$ cat config.mk
export PLATFORM = sky130hd
export DESIGN_NAME = wb_port_arbiter
export DESIGN_NICKNAME = d
export VERILOG_FILES = /design/src/rtl/wb_port_arbiter.sv
export SDC_FILE = /design/constraint.sdc
export NUM_CORES = 1
export LEC_CHECK = 0
export CAP_MARGIN = 30
export CORE_UTILIZATION = 25
export CTS_CLUSTER_DIAMETER = 60
export DETAILED_ROUTE_END_ITERATION = 12
export GPL_TIMING_DRIVEN = 1
export SKIP_CTS_REPAIR_TIMING = 1
export SYNTH_ARGS = -nofsm -noshare
export SYNTH_HDL_FRONTEND = slang
export SYNTH_SLANG_ARGS = --single-unit
$ cat constraint.sdc
create_clock -name clk -period 2.4 [get_ports clk]
set_input_delay 0.36 -clock clk [delete_from_list [all_inputs] [get_ports clk]]
set_output_delay 0.36 -clock clk [all_outputs]
set_load 0.01 [all_outputs]
$ cat src/rtl/wb_port_arbiter.sv
// wb_port_arbiter
// Shares the single register-file write port between the in-order writeback
// stream and out-of-order long-latency-unit (LLU) results. LLU results wait in
// a 2-entry FIFO. A starvation counter stalls the pipe so that a waiting LLU
// result is eventually written. A pipe write to register N cancels every older
// queued LLU write to N (WAW kill), so a stale value never lands after a newer one.

module wb_port_arbiter #(
  parameter int unsigned STARVE_MAX = 4
) (
  input  logic        clk,
  input  logic        rst,
  input  logic        pipe_valid_i,
  input  logic [4:0]  pipe_num_i,
  input  logic [31:0] pipe_data_i,
  output logic        pipe_ready_o,
  input  logic        llu_valid_i,
  input  logic [4:0]  llu_num_i,
  input  logic [31:0] llu_data_i,
  output logic        llu_ready_o,
  output logic        rf_wen_o,
  output logic [4:0]  rf_wnum_o,
  output logic [31:0] rf_wdata_o,
  output logic        llu_pending_o,
  output logic [1:0]  fifo_count_o
);

  localparam logic [2:0] STARVE_LIMIT = 3'(STARVE_MAX);
  localparam int unsigned DEPTH = 2;

  // FIFO storage and bookkeeping
  logic [4:0]  fifo_num_r  [DEPTH];
  logic [31:0] fifo_data_r [DEPTH];
  logic        rd_ptr_r;
  logic        wr_ptr_r;
  logic [1:0]  count_r;
  logic [2:0]  starve_cnt_r;

  // Registered write port
  logic        rf_wen_r;
  logic [4:0]  rf_wnum_r;
  logic [31:0] rf_wdata_r;

  // Decode of the current cycle
  logic        pending_s;
  logic        starve_force_s;
  logic        pipe_ready_s;
  logic        llu_ready_s;
  logic [4:0]  head_num_s;
  logic [31:0] head_data_s;
  logic        head_null_s;
  logic        pipe_grant_s;
  logic        head_grant_s;
  logic        deq_s;
  logic        enq_s;
  logic [4:0]  enq_num_s;

  // Next-state values
  logic [4:0]  num_nxt_s  [DEPTH];
  logic [31:0] data_nxt_s [DEPTH];
  logic [1:0]  count_nxt_s;
  logic [2:0]  starve_nxt_s;
  logic        rf_wen_nxt_s;
  logic [4:0]  rf_wnum_nxt_s;
  logic [31:0] rf_wdata_nxt_s;

  // Status flags depend only on registered state, never on this cycle's inputs.
  assign pending_s      = (count_r != 2'd0);
  assign starve_force_s = pending_s && (starve_cnt_r == STARVE_LIMIT);
  assign pipe_ready_s   = !starve_force_s;
  assign llu_ready_s    = (count_r < 2'd2);
  assign head_num_s     = fifo_num_r[rd_ptr_r];
  assign head_data_s    = fifo_data_r[rd_ptr_r];

  // Grant selection: a null/killed head drains for free, then the pipe, then a live head.
  always_comb begin
    head_null_s  = 1'b0;
    pipe_grant_s = 1'b0;
    head_grant_s = 1'b0;
    if (pending_s && (head_num_s == 5'd0)) begin
      head_null_s = 1'b1;
    end else begin
      head_null_s = 1'b0;
    end
    if (pipe_valid_i && pipe_ready_s && (pipe_num_i != 5'd0)) begin
      pipe_grant_s = 1'b1;
    end else begin
      pipe_grant_s = 1'b0;
    end
    if (pending_s && !head_null_s && !pipe_grant_s) begin
      head_grant_s = 1'b1;
    end else begin
      head_grant_s = 1'b0;
    end
  end

  assign deq_s = head_null_s || head_grant_s;
  assign enq_s = llu_valid_i && llu_ready_s;

  // A same-cycle enqueue targeting the register the pipe writes is already stale.
  always_comb begin
    enq_num_s = llu_num_i;
    if (pipe_grant_s && (llu_num_i == pipe_num_i)) begin
      enq_num_s = 5'd0;
    end else begin
      enq_num_s = llu_num_i;
    end
  end

  // Per-entry next contents: WAW kill on pipe grant, then overwrite on enqueue.
  always_comb begin
    for (int i = 0; i < DEPTH; i++) begin
      num_nxt_s[i]  = fifo_num_r[i];
      data_nxt_s[i] = fifo_data_r[i];
      if (pipe_grant_s && (fifo_num_r[i] == pipe_num_i)) begin
        num_nxt_s[i] = 5'd0;
      end else begin
        num_nxt_s[i] = fifo_num_r[i];
      end
      if (enq_s && (wr_ptr_r == i[0])) begin
        num_nxt_s[i]  = enq_num_s;
        data_nxt_s[i] = llu_data_i;
      end else begin
        data_nxt_s[i] = fifo_data_r[i];
      end
    end
  end

  // Occupancy update; simultaneous push and pop leave the count unchanged.
  always_comb begin
    count_nxt_s = count_r;
    case ({enq_s, deq_s})
      2'b10:   count_nxt_s = count_r + 2'd1;
      2'b01:   count_nxt_s = count_r - 2'd1;
      default: count_nxt_s = count_r;
    endcase
  end

  // Starvation counter: counts cycles the head has lost, saturating at the limit.
  always_comb begin
    starve_nxt_s = starve_cnt_r;
    if (!pending_s || deq_s) begin
      starve_nxt_s = 3'd0;
    end else if (starve_cnt_r < STARVE_LIMIT) begin
      starve_nxt_s = starve_cnt_r + 3'd1;
    end else begin
      starve_nxt_s = starve_cnt_r;
    end
  end

  // Write-port mux; number and data hold when nothing is granted.
  always_comb begin
    rf_wen_nxt_s   = 1'b0;
    rf_wnum_nxt_s  = rf_wnum_r;
    rf_wdata_nxt_s = rf_wdata_r;
    if (pipe_grant_s) begin
      rf_wen_nxt_s   = 1'b1;
      rf_wnum_nxt_s  = pipe_num_i;
      rf_wdata_nxt_s = pipe_data_i;
    end else if (head_grant_s) begin
      rf_wen_nxt_s   = 1'b1;
      rf_wnum_nxt_s  = head_num_s;
      rf_wdata_nxt_s = head_data_s;
    end else begin
      rf_wen_nxt_s   = 1'b0;
      rf_wnum_nxt_s  = rf_wnum_r;
      rf_wdata_nxt_s = rf_wdata_r;
    end
  end

  // FIFO storage registers.
  always_ff @(posedge clk or negedge rst) begin
    if (!rst) begin
      for (int i = 0; i < DEPTH; i++) begin
        fifo_num_r[i]  <= 5'd0;
        fifo_data_r[i] <= 32'd0;
      end
    end else begin
      for (int i = 0; i < DEPTH; i++) begin
        fifo_num_r[i]  <= num_nxt_s[i];
        fifo_data_r[i] <= data_nxt_s[i];
      end
    end
  end

  // Pointers, occupancy and starvation counter.
  always_ff @(posedge clk or negedge rst) begin
    if (!rst) begin
      rd_ptr_r     <= 1'b0;
      wr_ptr_r     <= 1'b0;
      count_r      <= 2'd0;
      starve_cnt_r <= 3'd0;
    end else begin
      rd_ptr_r     <= deq_s ? ~rd_ptr_r : rd_ptr_r;
      wr_ptr_r     <= enq_s ? ~wr_ptr_r : wr_ptr_r;
      count_r      <= count_nxt_s;
      starve_cnt_r <= starve_nxt_s;
    end
  end

  // Registered register-file write port.
  always_ff @(posedge clk or negedge rst) begin
    if (!rst) begin
      rf_wen_r   <= 1'b0;
      rf_wnum_r  <= 5'd0;
      rf_wdata_r <= 32'd0;
    end else begin
      rf_wen_r   <= rf_wen_nxt_s;
      rf_wnum_r  <= rf_wnum_nxt_s;
      rf_wdata_r <= rf_wdata_nxt_s;
    end
  end

  assign pipe_ready_o  = pipe_ready_s;
  assign llu_ready_o   = llu_ready_s;
  assign llu_pending_o = pending_s;
  assign fifo_count_o  = count_r;
  assign rf_wen_o      = rf_wen_r;
  assign rf_wnum_o     = rf_wnum_r;
  assign rf_wdata_o    = rf_wdata_r;

endmodule
* Word level (Yosys, flattened, before mapping)
Cells that the tools add are included.
Storage, ports and cells: flip-flop bits (word level) 119, bits in latches 0, memory bits (writable) 0, bits in read-only memories 0, bits of input ports 78, output and inout port bits 43, logic and storage cells 75, memories kept 0
Operators by class: add/sub/neg operators 3, multipliers 0, divide/modulo/power cells 0, order comparisons 3, equality and inequality tests 6, shift-type cells 0, multiplexer cells 23, bitwise logic cells 3, reductions and logical operators 26
Operators with widths (count):
- 32-bit 2-to-1 mux | 5
- 5-bit 2-to-1 mux | 10
- 5-bit == test | 3
- 1-bit logical AND | 12
- 2-bit nonzero test | 6
- 3-bit 2-to-1 mux | 2
- 5-bit zero test | 1
- 1-bit 2-to-1 mux | 5
- 5-bit nonzero test | 1
- 1-bit zero test | 4
- 2-bit one-hot mux with 2 select lines | 1
- 3-bit by 1-bit adder with 3-bit output (second input constant) | 1
- 3-bit == test (second input constant) | 1
- 3-bit < comparator (second input constant) | 1
- 2-bit by 1-bit adder with 2-bit output (second input constant) | 1
- 2-bit by 1-bit == test with 1-bit output (second input constant) | 1
- 2-bit == test (second input constant) | 1
- 2-bit greater-or-equal comparator (second input constant) | 1
- 1-bit logical OR | 2
- 2-bit < comparator (second input constant) | 1
- 1-bit inverter | 2
- 1-bit inverter with 2-bit output | 1
- 2-bit by 1-bit subtractor with 2-bit output (second input constant) | 1

* Logic depth before layout (Yosys ltp)
Gate-level depths: netlist of run 1.
depth in word-level cells 14, depth in mapped cells 10, gate-level depth less buffers 9

* Worst setup path after synthesis of run 1
No wires, ideal clock.
path kind input to register, start input pipe_num_i[1], end register rf_wdata_r[10], in the netlist rf_wdata_o[10], library setup time 125 ps, data arrival time 2003 ps, slack 272 ps, stages on the path 5, buffers on the path 1, cell sequence or4_4 -> o211ai_2 -> buf_2 -> mux2_2 -> mux2_2
On the way: cells in the longest elaborated chain, start to end 7, elaborated cells between the ends (all ways) 8, classes of those cells 3 x mux; 5 x reduce/logical
RTL lines:
- start: declaration | line 14 | input logic [4:0] pipe_num_i,
- 5-bit nonzero test * | line 85 | if (pipe_valid_i && pipe_ready_s && (pipe_num_i != 5'd0)) begin
- 1-bit logical AND * | line 85
- 1-bit 2-to-1 mux * | line 85
- 1-bit zero test | line 90 | if (pending_s && !head_null_s && !pipe_grant_s) begin
- 1-bit logical AND | line 90
- 1-bit 2-to-1 mux | line 90
- 2-bit nonzero test (no line)
- end signal: assignment | line 210 | rf_wdata_r <= rf_wdata_nxt_s;
- end: declaration | line 42 | logic [31:0] rf_wdata_r;
Mark *: on every way between the ends. The rest lies on a longest branch, timed or not. A chain may end at the register's enable or synchronous reset.

* Worst setup path after layout of run 1
start input pipe_num_i[1], end register count_r[1], in the netlist fifo_count_o[1]
On the way: cells in the longest elaborated chain, start to end 9, elaborated cells between the ends (all ways) 11, classes of those cells 2 x eq/ne; 3 x mux; 6 x reduce/logical
RTL lines:
- 5-bit nonzero test * | line 85
- 1-bit logical AND * | line 85
- 1-bit 2-to-1 mux * | line 85
- 1-bit zero test * | line 90
- 1-bit logical AND * | line 90
- 1-bit 2-to-1 mux * | line 90
- 1-bit logical OR * | line 97 | assign deq_s = head_null_s || head_grant_s;
- net deq_s | line 54 | logic deq_s;
- 2-bit by 1-bit == test with 1-bit output / 2-bit == test (equally long branches) | line 132 | case ({enq_s, deq_s})
- 2-bit one-hot mux with 2 select lines / 2-bit nonzero test (equally long branches)
- end signal: assignment | line 196 | count_r <= count_nxt_s;
- end: declaration | line 36 | logic [1:0] count_r;
The timed path passes the listed nets; every way through them passes the cells marked *.

==> impl_metrics.env, run 1 <==
export IMPL_postLayoutCellArea_um2=7999
export IMPL_num_rows=54
export IMPL_cts_tree="yes"
export IMPL_grt_total_usage_pct=12.55
export IMPL_initial_core_util_pct=25.70
export IMPL_fin_crit_sh_pct=91.74
export IMPL_synthCells=383
export IMPL_setup_ws_ns=0.1983
export IMPL_yosysMostFrequentCell="mux2_2"
export IMPL_overflow=0
export IMPL_status="complete, but fails checks"
export IMPL_min_path_type="in2async"
export IMPL_crit_start="pipe_num_i[1]"
export IMPL_avgSynthCellArea_um2=14.74
export IMPL_synth_edf_count=0
export IMPL_hold_ws_ns=0.4892
export IMPL_cts_buffers=17
export IMPL_drc=7
export IMPL_ff2ff_setup_slack_ns=0.32
export IMPL_ff2ff_path_depth=8
export IMPL_dieArea_um2=23180
export IMPL_place_gp_congestion=0.8143
export IMPL_core_um2=21960
export IMPL_rr_endpoint="rf_wdata_o[30]"
export IMPL_ios=121
export IMPL_ys_seq_elements=119
export IMPL_setup_worst_path_end="fifo_count_o[1]"
export IMPL_finalHoldViolCount=0
export IMPL_worstSetupEndpointType="flip-flop"
export IMPL_max_freq_ghz=0.4542
export IMPL_synthToLayoutAreaGrowth_pct=41.72
export IMPL_crit_fanout=4
export IMPL_drv_cap=0
export IMPL_vdd_ir_drop_max_mv=0.5890
export IMPL_fin_nets=606
export IMPL_finClkSkew_ns=0.01384
export IMPL_cts_sinks=119
export IMPL_drt_pass1_iter_count=8
export IMPL_layout_drive_gt1_share_pct=42.94
export IMPL_relSlewSlack_pct=62.72
export IMPL_die_h_um=152.3
export IMPL_antenna_found_initial=0
export IMPL_power_density_nw_per_um2=1342
export IMPL_max_slew_worst_pin_slew_ns=0.5592
export IMPL_critical_path_arrival_ns=2.52
export IMPL_portBuffers=120
export IMPL_yosysSeqAreaShare_pct=52.76
export IMPL_synth_ff_type="dfrtp_1"
export IMPL_syn_nets=464
export IMPL_yosysTopAreaCell="dfrtp_1"
export IMPL_netlist_area_um2=5644
export IMPL_grt_pass1_vias=4143
export IMPL_violations="design-rule violations"
export IMPL_finalSetupViolations=0
export IMPL_asyncSetResetFlopFracSynth_pct=100.0
export IMPL_viasPerCell=4.469
export IMPL_p_leak_nw=3.317
export IMPL_place_area_um2=7372
export IMPL_fin_crit_ns=2.202
export IMPL_synth_top_cell_area_share_pct=52.76
export IMPL_die_x_um=152.3
export IMPL_ant_nets=0
export IMPL_hpwl_um=9797
export IMPL_crit_path_start_kind="input port"
export IMPL_clk_pin_slew_ns=0.05
export IMPL_grt_pass1_wl_um=22670
export IMPL_synthTopCellsByArea="dfrtp_1 53%, mux2_2 30%, mux2_4 5.1%"
export IMPL_r2r_start="starve_cnt_r[0]"
export IMPL_yosysWarnings=0
export IMPL_synth_distinct_cells=32
export IMPL_drt_total_wl_um=13760
export IMPL_grt_max_degree=42
export IMPL_required_ns=2.72
export IMPL_drtIter0Drc=127
export IMPL_synth_common_cells="150 x mux2_2, 119 x dfrtp_1, 19 x mux2_4"
export IMPL_path_class="in2reg"
export IMPL_clock_latency_ns=0.40
export IMPL_cts_root_buffer="clkbuf_16"
export IMPL_drv_slew=0
export IMPL_rsz0062_at_grt="false"
export IMPL_clock_path_buffers=2
export IMPL_diodes=0
export IMPL_vias=3656
export IMPL_h_tree_depth=4
export IMPL_detail_route_wl_per_cell_um=16.83
export IMPL_post_place_ws_ns=-0.1821
[layout by cell type (no fill, tap or decap), types with 2 or more instances in the layout]
cell type | Yosys | routed
ha_1 | 3 | 3
clkbuf_16 | 0 | 17
clkinv_2 | 0 | 3
xor2_1 | 11 | 11
clkbuf_8 | 0 | 3
buf_12 | 0 | 8
clkinvlp_4 | 0 | 2
a41oi_1 | 2 | 2
buf_4 | 0 | 16
clkinv_4 | 0 | 2
dfrtp_1 | 119 | 118
mux2_2 | 150 | 150
nor2_1 | 6 | 5
clkdlybuf4s50_1 | 0 | 119
mux2i_1 | 4 | 4
o21ai_0 | 3 | 3
nand3_1 | 4 | 4
xnor2_1 | 10 | 10
mux2_4 | 19 | 19
a32o_1 | 10 | 10
bufinv_16 | 0 | 3
nor3_1 | 4 | 4
inv_1 | 3 | 3
[worst min-delay path by stage]
| stage | slack, ns | endpoint |
|---|---|---|
| 4_1_cts | -0.04 | rf_wnum_o[0] |
| 5_1_grt | 0.52 | fifo_data_r[24] |
| 2_1_floorplan | 0.06 | fifo_count_o[0] |
| 6_report | 0.49 | rf_wnum_o[0] |
| 3_5_place_dp | 0.39 | rf_wnum_o[0] |
| 3_3_place_gp | 0.39 | rf_wnum_o[0] |
[kinds of logic after synthesis]
family	after synthesis	synth area share, %
DFF	119	52.76
xor gates and xnor gates	21	3.259
AOI/OAI and AO/OA	21	3.259
and+or+nand+nor	22	2.151
buffers and inverters	24	2.217
adders and majority gates	3	0.6651
muxes	173	35.69
[sequential cells by signal, summed over array words and instances (netlist names)]
register and cells:
rf_wnum_o 5, fifo_count_o 2, rf_wen_o 1, starve_cnt_r 3, rf_wdata_o 32, rd_ptr_r 1
wr_ptr_r 1, fifo_data_r 64, fifo_num_r 10
[worst max-delay path: stages]
cell,delay (ns)
clkdlybuf4s50_1,0.43
or4_4,0.57
o211a_1,0.27
a21boi_0,0.28
ha_1,0.32
nor2_1,0.15
xnor2_1,0.14
[per-layer routing]
| layer | track usage (%) | vias to the layer above | share of wire, % |
|---|---|---|---|
| li1 | - | 1674 | - |
| met1 | 15.15 | 1886 | 44 |
| met2 | 21.46 | 87 | 51 |
| met3 | 4.209 | 9 | 4.8 |
| met4 | 3.013 | 0 | 0.62 |
| met5 | 0 | - | 0 |
[metrics by stage]
stage / setup TNS, ns / std cells / power, mW / utilization, %
after floorplan: 0 / 383 / 6.422 / -
after global placement: -5.096 / 785 / 8.041 / 33.57
after detailed placement: -5.859 / 785 / 8.221 / 33.57
after CTS: 0 / 817 / 10.94 / 36.38
after global routing: 0 / 818 / 11.44 / 36.43
final: 0 / 818 / 10.74 / 36.43
[report_power, final]
part	leakage [nW]	internal, mW	total (mW)	switching, mW
registers	1.42	3.04	3.69	0.654
logic	1.60	2.85	4.42	1.57
clock network	0.299	1.72	2.62	0.908
[final cells by class]
class,instances,area (um^2)
flip-flops and latches,119,2979
inverters,3,11.26
clock inverters,11,146.4
clock buffers,21,470.5
repair buffers,144,1481
well taps,280,350.3
multi-input cells,240,2560
fillers,2094,13960
Note: power is estimated with default switching activity, not from simulation.
==> inputs of run 2 (changes only) <==
--- a/config.mk
+++ b/config.mk
@@ -6,10 +6,12 @@
 export NUM_CORES = 1
 export LEC_CHECK = 0
 export CAP_MARGIN = 30
-export CORE_UTILIZATION = 25
+export CORE_UTILIZATION = 40
 export CTS_CLUSTER_DIAMETER = 60
 export DETAILED_ROUTE_END_ITERATION = 12
 export GPL_TIMING_DRIVEN = 1
+export MAX_ROUTING_LAYER = met4
+export PLACE_DENSITY = 0.65
 export SKIP_CTS_REPAIR_TIMING = 1
 export SYNTH_ARGS = -nofsm -noshare
 export SYNTH_HDL_FRONTEND = slang
==> impl_metrics.env, run 2 (synthesis results as in run 1) <==
export IMPL_cp_depth=6
export IMPL_viasPerCell=5.089
export IMPL_path_delay_family="buffers and inverters"
export IMPL_relSlewSlack_pct=68.80
export IMPL_crit_fanout=18
export IMPL_drtIter0Drc=109
export IMPL_h_tree_depth=4
export IMPL_required_ns=2.69
export IMPL_fin_crit_ns=2.167
export IMPL_clock_path_buffers=2
export IMPL_fin_util_pct=56.52
export IMPL_drt_pass1_iter_count=4
export IMPL_vias=3649
export IMPL_die_h_um=120.8
export IMPL_drv_slew=0
export IMPL_max_freq_ghz=0.4614
export IMPL_finalSetupViolations=0
export IMPL_fin_crit_sh_pct=90.30
export IMPL_antenna_found_initial=0
export IMPL_diodes=0
export IMPL_top_register="fifo_data_r"
export IMPL_drv_cap=0
export IMPL_crit_slowest_cell="or4_4"
export IMPL_cts_root_buffer="clkbuf_16"
export IMPL_cts_sinks=119
export IMPL_ios=121
export IMPL_path_class="in2reg"
export IMPL_core_um2=13830
export IMPL_hpwl_um=8615
export IMPL_path_buf_inv=2
export IMPL_clock_latency_ns=0.41
export IMPL_critical_path_arrival_ns=2.46
export IMPL_num_rows=43
export IMPL_synthToLayoutAreaGrowth_pct=38.46
export IMPL_status="completed"
export IMPL_crit_path_start_kind="input port"
export IMPL_rsz0062_at_grt="false"
export IMPL_place_area_um2=7209
export IMPL_max_slew_worst_pin_slew_ns=0.4667
export IMPL_multi_input_comb_area_um2=2560
export IMPL_final_cell_mix="150 x mux2_2, 118 x dfrtp_1, 118 x clkdlybuf4s50_1, 19 x mux2_4, 19 x buf_4"
export IMPL_vdd_ir_drop_max_mv=0.5921
export IMPL_worstSetupEndpointType="flip-flop"
export IMPL_initial_core_util_pct=40.82
export IMPL_cts_tree="yes"
export IMPL_path_cells="clkdlybuf4s50_1 -> or4_4 -> o211ai_4 -> buf_12 -> mux2_2 -> mux2_4"
export IMPL_grt_max_degree=57
export IMPL_postLayoutCellArea_um2=7815
export IMPL_dp_cells=685
export IMPL_fill_cells=1150
export IMPL_grt_total_usage_pct=19.24
export IMPL_dieArea_um2=14590
export IMPL_fin_tns_setup_ns=0
export IMPL_instances_no_fill=717
export IMPL_p_leak_nw=3.299
export IMPL_portBuffers=120
export IMPL_grt_pass1_vias=4028
export IMPL_mostFrequentLayoutCell="mux2_2"
export IMPL_drc=0
export IMPL_largest_reg_flops=64
export IMPL_die_x_um=120.8
export IMPL_grt_pass1_wl_um=20550
export IMPL_power_density_nw_per_um2=1349
export IMPL_layout_drive_gt1_share_pct=42.83
export IMPL_fin_nets=606
export IMPL_drt_total_wl_um=12550
export IMPL_ff2ff_path_depth=7
export IMPL_finClkSkew_ns=0.008514
export IMPL_place_gp_congestion=0.9130
export IMPL_power_mw=10.54
export IMPL_detail_route_wl_per_cell_um=17.50
export IMPL_final_seq_area_um2=2979
export IMPL_cts_buffers=17
export IMPL_clk_pin_slew_ns=0.05
export IMPL_min_path_type="in2async"
export IMPL_overflow=0
export IMPL_critPathMaxStageDelay_ns=0.58
export IMPL_ant_nets=0
export IMPL_finalHoldViolCount=0
[run 2: changes by cell type in the layout (fill, tap and decap cells not counted), moves of 2 or more]
cell and change:
buf_12 -3, buf_4 +3, clkbuf_8 +2, clkinv_4 -2
[run 2: per-stage QoR]
step / hold slack (ns) / setup slack, ns
after CTS: -0.09247 / 0.07238
after global placement: 0.3423 / -0.1528
after floorplan: 0.06441 / 0.2724
after global routing: 0.4734 / 0.1342
after detailed placement: 0.3449 / -0.1832
final: 0.4515 / 0.2329
[run 2: final cells by class]
type	instances	share of cell area [%]
Sequential cell	119	38.12
Multi-Input combinational cell	240	32.76
Timing Repair Buffer	144	18.51
Clock buffer	23	6.372
Tap cell	180	2.882
Clock inverter	8	1.217
Inverter	3	0.1441
[run 2: metal layers]
layer | up-vias | global-route usage (%) | share of wire, %
met5 | - | - | 0
met4 | 0 | 6.867 | 1.0
met3 | 13 | 5.896 | 4.8
met2 | 88 | 30.53 | 49
met1 | 1868 | 23.18 | 45
li1 | 1680 | - | -
[run 2: path summary, 6_finish.rpt]
| kind | from | end | slack [ns] |
|---|---|---|---|
| worst min register to register | fifo_data_r[55] | fifo_data_r[55] | 0.50 |
| worst max-delay path | pipe_num_i[1] | rf_wdata_o[16] | 0.23 |
| min in group clk | fifo_data_r[55] | fifo_data_r[55] | 0.50 |
| max in group asynchronous | rst | rd_ptr_r | 1.16 |
| worst min-delay path | rst | rf_wdata_o[12] | 0.45 |
| worst max register to register | starve_cnt_r[0] | fifo_num_r[8] | 0.31 |
[run 2: power breakdown]
part | internal [mW] | switching (mW) | leakage (nW)
sequential | 3.04 | 0.603 | 1.42
clock | 1.65 | 0.869 | 0.291
combinational | 2.81 | 1.57 | 1.59
